--- src/rtl/peripheral_bus.sv ---
// peripheral_bus: memory-mapped timer, LED, 7-seg and SysTick registers
// on the MEM-stage data bus, plus the registered timer interrupt request.
//
// Ports:
//   clk        system clock, rising edge
//   reset      asynchronous, active-low reset
//   MemRead    load in MEM stage
//   MemWrite   store in MEM stage
//   Address    byte address from the ALU (bits 1:0 ignored)
//   Write_data store data, truncated to the target register width
//   Read_data  selected register, zero-extended; 0 when no read hit
//   Hit        Address lies inside the 6-word register window
//   irq_out    timer interrupt request (TCON[2])
//   leds       LED register
//   digi       7-seg register {anode[3:0], seg[7:0]}
module peripheral_bus #(
    parameter logic [31:0] BASE_ADDR = 32'h4000_0000,
    parameter int          LED_W     = 8,
    parameter int          DIGI_W    = 12
) (
    input  logic              clk,
    input  logic              reset,
    input  logic              MemRead,
    input  logic              MemWrite,
    input  logic [31:0]       Address,
    input  logic [31:0]       Write_data,
    output logic [31:0]       Read_data,
    output logic              Hit,
    output logic              irq_out,
    output logic [LED_W-1:0]  leds,
    output logic [DIGI_W-1:0] digi
);

    localparam logic [2:0] IDX_TH   = 3'd0;
    localparam logic [2:0] IDX_TL   = 3'd1;
    localparam logic [2:0] IDX_TCON = 3'd2;
    localparam logic [2:0] IDX_LED  = 3'd3;
    localparam logic [2:0] IDX_DIGI = 3'd4;
    localparam logic [2:0] IDX_SYST = 3'd5;

    logic [31:0]       th_q;
    logic [31:0]       tl_q;
    logic [2:0]        tcon_q;
    logic [LED_W-1:0]  led_q;
    logic [DIGI_W-1:0] digi_q;
    logic [31:0]       syst_q;

    logic [2:0] idx;
    logic       in_page;
    logic       wr;
    logic       sel_th;
    logic       sel_tl;
    logic       sel_tcon;
    logic       sel_led;
    logic       sel_digi;
    logic       sel_syst;
    logic       ovf;
    logic       irq_set;

    logic [1:0] unused_addr_lsb;

    assign unused_addr_lsb = Address[1:0];

    // ------------------------------------------------------------
    // Address decode
    // ------------------------------------------------------------
    assign idx     = Address[4:2];
    assign in_page = (Address[31:5] == BASE_ADDR[31:5]);
    assign Hit     = in_page && (idx <= IDX_SYST);
    assign wr      = MemWrite && Hit;

    assign sel_th   = Hit && (idx == IDX_TH);
    assign sel_tl   = Hit && (idx == IDX_TL);
    assign sel_tcon = Hit && (idx == IDX_TCON);
    assign sel_led  = Hit && (idx == IDX_LED);
    assign sel_digi = Hit && (idx == IDX_DIGI);
    assign sel_syst = Hit && (idx == IDX_SYST);

    // ------------------------------------------------------------
    // Timer overflow: enabled and at all-ones this cycle
    // ------------------------------------------------------------
    assign ovf     = tcon_q[0] && (tl_q == 32'hFFFF_FFFF);
    assign irq_set = ovf && tcon_q[1];

    // ------------------------------------------------------------
    // Timer reload register
    // ------------------------------------------------------------
    always_ff @(posedge clk or negedge reset) begin
        if (!reset) begin
            th_q <= 32'h0;
        end else if (wr && sel_th) begin
            th_q <= Write_data;
        end
    end

    // ------------------------------------------------------------
    // Timer count: a CPU write beats both increment and reload.
    // Reload takes the TH value from before any same-cycle TH write.
    // ------------------------------------------------------------
    always_ff @(posedge clk or negedge reset) begin
        if (!reset) begin
            tl_q <= 32'h0;
        end else if (wr && sel_tl) begin
            tl_q <= Write_data;
        end else if (ovf) begin
            tl_q <= th_q;
        end else if (tcon_q[0]) begin
            tl_q <= tl_q + 32'd1;
        end
    end

    // ------------------------------------------------------------
    // Timer control. Status bit 2 is sticky: an overflow set wins
    // over a same-cycle CPU clear.
    // ------------------------------------------------------------
    always_ff @(posedge clk or negedge reset) begin
        if (!reset) begin
            tcon_q <= 3'b000;
        end else if (wr && sel_tcon) begin
            tcon_q[1:0] <= Write_data[1:0];
            tcon_q[2]   <= Write_data[2] | irq_set;
        end else if (irq_set) begin
            tcon_q[2] <= 1'b1;
        end
    end

    // ------------------------------------------------------------
    // LED and 7-seg registers
    // ------------------------------------------------------------
    always_ff @(posedge clk or negedge reset) begin
        if (!reset) begin
            led_q <= '0;
        end else if (wr && sel_led) begin
            led_q <= Write_data[LED_W-1:0];
        end
    end

    always_ff @(posedge clk or negedge reset) begin
        if (!reset) begin
            digi_q <= '0;
        end else if (wr && sel_digi) begin
            digi_q <= Write_data[DIGI_W-1:0];
        end
    end

    // ------------------------------------------------------------
    // Free-running cycle counter; read-only, wraps naturally
    // ------------------------------------------------------------
    always_ff @(posedge clk or negedge reset) begin
        if (!reset) begin
            syst_q <= 32'h0;
        end else begin
            syst_q <= syst_q + 32'd1;
        end
    end

    // ------------------------------------------------------------
    // Combinational read mux; returns pre-write values on a
    // simultaneous read and write.
    // ------------------------------------------------------------
    always_comb begin
        Read_data = 32'h0;
        if (MemRead) begin
            unique case (1'b1)
                sel_th:   Read_data = th_q;
                sel_tl:   Read_data = tl_q;
                sel_tcon: Read_data = {29'h0, tcon_q};
                sel_led:  Read_data = {{(32-LED_W){1'b0}}, led_q};
                sel_digi: Read_data = {{(32-DIGI_W){1'b0}}, digi_q};
                sel_syst: Read_data = syst_q;
                default:  Read_data = 32'h0;
            endcase
        end
    end

    // ------------------------------------------------------------
    // Outputs straight from state
    // ------------------------------------------------------------
    assign irq_out = tcon_q[2];
    assign leds    = led_q;
    assign digi    = digi_q;

endmodule

--- config.mk ---
export PLATFORM = sky130hd
export DESIGN_NAME = peripheral_bus
export DESIGN_NICKNAME = d
export VERILOG_FILES = /design/src/rtl/peripheral_bus.sv
export SDC_FILE = /design/constraint.sdc
export NUM_CORES = 1
export LEC_CHECK = 0
export ABC_AREA = 1
export ABC_CLOCK_PERIOD_IN_PS = 3000
export CAP_MARGIN = 40
export CORE_ASPECT_RATIO = 0.7
export CORE_MARGIN = 2
export CORE_UTILIZATION = 59
export DETAILED_ROUTE_END_ITERATION = 8
export GPL_TIMING_DRIVEN = 0
export PLACE_DENSITY = 0.93
export SLEW_MARGIN = 20
export SYNTH_ARGS = -nofsm -noshare
export SYNTH_HDL_FRONTEND = slang
export SYNTH_SLANG_ARGS = --single-unit
--- constraint.sdc ---
create_clock -name clk -period 3 [get_ports clk]
set_clock_uncertainty 0.2 [all_clocks]
set_input_delay 0.3 -clock clk [delete_from_list [all_inputs] [get_ports clk]]
set_output_delay 0.3 -clock clk [all_outputs]
set_load 0.03 [all_outputs]
==> summary.txt <==
setup_tns - 0 ns
placed cell area - 0.00942 sq mm
top_reg_cell synth - dfrtp_1
clock share of power - 52.1%
crit end category - output port
Tmin final - 2.95 ns
Multi-input gate area - 0.00432 sq mm
routability cong. - 1.06
Worst Path Max Fanout - 10
max_slew headroom - 55.6%
DIE AREA - 0.0145 sq mm
total grt overflow - 0
post-synthesis cell area - 0.00798 sq mm
DR vias - 8881
Post-Syn Instances - 1160
ant diodes - 0
Worst EP required - 2.50 ns
Worst VDD drop - 428 uV
WP buf/inv - 5
drt wl/cell - 18.6 um
HP Class - in -> async
register area - 0.00298 sq mm
vias per inst - 5.90
proportion of synthesized chip area in sequential cells - 37.3%
status - completed
clk sink count - 119
switch share - 26.8%
P&R area growth vs syn - 25.2%
total CTS buffers - 17
GR Util All Layers - 40.1%
Finished Layout Cells - 1505
HPWL after DPL - 20.5 mm
Int Pwr - 2.79 mW
hold_ws - 0.224 ns
drt first pass iters - 9
r2r setup slk - 0.35 ns
CP dominant cell by count - nor2_1
chip width - 143 um
final setup fails - 0
family with the most delay on the worst path - buffers and inverters
Sequential Power Share - 42.1%
# IOs - 122
Critical Path Start Type - input port
core area - 0.0132 sq mm
flops & latches, synth - 119
layout cells sized above 1 - 12.8%
First DRT Iteration DRCs - 1348
Final Instance Area - 0.00999 sq mm
Setup CP Type - in -> out
number of max-cap violations - 0
Leakage Power - 4.96 nW
CP max stage delay - 0.52 ns
final wirelength - 28.0 mm
htree depth - 4
Worst Reg-to-Reg Cells - 10
Final Hold Viols - 0
Worst-Margin Slew - 0.666 ns
Initial Util - 60.5%
vias in the first global route - 8507
initial antenna violation count - 0
Psw - 1.02 mW
synthesized area per cell - 6.88 sq um
clock root cell - clkbuf_16
Syn Nets - 1230
Distinct cells, synth - 35
Power Dens Cells - 381 mW/mm^2
Final ANT Viol Nets - 0
Core Util, Final - 75.8%
Comb pwr share - 5.8%
RSZ-0062 raised after global routing - yes
chip height - 101 um
YS warnings - 0
CTS tree - yes
ys async rst share - 100%
Clock transition at path regs - 0.07 ns
num rows - 35
first-pass GRT wire length - 44.5 mm
fin. max-slew vios - 0
nets - 1377
CTS max path bufs - 2
critical-path cell list - clkdlybuf4s50_1, inv_1, nor2_1, clkbuf_4, clkbuf_2, nand4_1, nand3_1, nor2_1, nor2_1, buf_2
DRC - 0
port bufs - 118
EDFF count, synth - 0
worst r2r src - tl_q[0]
largest net degree at the start of global routing - 65
dpl cells - 1464
WP data arrival - 2.45 ns
Clk Latency, worst-skew pair - 0.42 ns
Final Cycle Share - 98.3%
# fillers - 987
Slowest cell on crit path - clkdlybuf4s50_1
FMAX - 0.339 GHz
Reg-to-Reg End - tl_q[15]
-- cell usage after synthesis (all sizes together) (4+ instances only) --
master / count / share of area, %
o21ai: 52 / 4.2
inv: 108 / 5.1
nor3: 13 / 0.88
nor2: 150 / 8.3
xnor2: 14 / 1.5
clkbuf: 16 / 0.75
a21oi: 5 / 0.31
buf: 31 / 3.0
nand2: 395 / 19
nand3b: 4 / 0.38
xor2: 33 / 3.6
nand4: 58 / 4.8
nand3: 152 / 9.7
dfrtp: 119 / 37
-- flip-flops by register name, indices dropped and copies added (netlist names) --
name	cells
digi	12
leds	8
syst_q	32
tcon_q	3
th_q	32
tl_q	32
-- layer usage --
layer	vias to the layer above	part of all wire, %	global-route usage, %
met1	4048	40	56.0
li1	4028	-	-
met3	96	16	13.4
met5	-	0	0
met4	0	2.8	12.6
met2	709	42	59.4
-- through the flow --
step / setup slack (ns) / total power, mW
floorplan: 0.664 / 1.69
global placement: -3.18 / 1.84
detailed placement: -0.697 / 1.85
CTS: 0.00129 / 3.78
global route: -0.0225 / 3.89
finish: 0.0507 / 3.81
-- logic make-up after synthesis --
group / after synthesis / synth area share, %
AOI/OAI and AO/OA: 58 / 4.61
xor gates and xnor gates: 47 / 5.16
adders and majority gates: 2 / 0.314
buffers and inverters: 155 / 8.83
DFF: 119 / 37.3
and+or+nand+nor: 779 / 43.7
-- layout by cell type, fill, tap and decap left out, drive strengths merged --
master         synthesis  layout
o211ai                 1       1
nor3                  13      13
clkdlybuf4s15          0       1
nor4                   3       3
xnor2                 14      14
buf                   31      68
or2                    3       3
nand3                152     152
ha                     2       2
dlygate4sd3            0       1
xor2                  33      33
dlymetal6s2s           0       1
nor3b                  1       1
clkbuf                16      37
clkinvlp               0       3
a21oi                  5       5
nor2                 150     150
clkdlybuf4s50          0      84
o21ai                 52      52
inv                  108     118
dfrtp                119     119
nand2                395     395
nand3b                 4       4
nand4                 58      58
clkinv                 0       2
-- worst max path at each step --
stage,end,from,cells past startpoint
detailed placement,Read_data[9],Address[22],11
finish,Read_data[4],Address[2],10
global placement,th_q[30],reset,1
global route,Read_data[7],Address[4],16
CTS,Read_data[20],Address[4],15
floorplan,Read_data[6],Address[4],12
-- power by group through the flow --
stage	sequential (mW)	clock [mW]	combinational, mW
2_1_floorplan	1.63	0	0.0583
3_3_place_gp	1.64	0	0.204
3_5_place_dp	1.63	0	0.212
4_1_cts	1.60	1.96	0.217
5_1_grt	1.60	2.05	0.239
6_report	1.60	1.98	0.221
-- final cells by class --
| cell class | instances | area share [%] |
|---|---|---|
| Sequential cell | 119 | 29.8 |
| Multi-Input combinational cell | 886 | 43.3 |
| Clock buffer | 17 | 4.26 |
| Timing Repair Buffer | 128 | 11.7 |
| Tap cell | 185 | 2.32 |
| Inverter | 108 | 4.06 |
| Buffer | 47 | 3.29 |
| Clock inverter | 15 | 1.32 |
-- timing repair --
action,in CTS,in global routing
gates cloned,0,1
setup endpoints to repair,32,33
setup buffers,2,5
endpoints found under the hold margin,63,0
pin swaps,1,4
hold buffers,1,0
resized for setup,109,75
(Power assumes the default switching activity.)
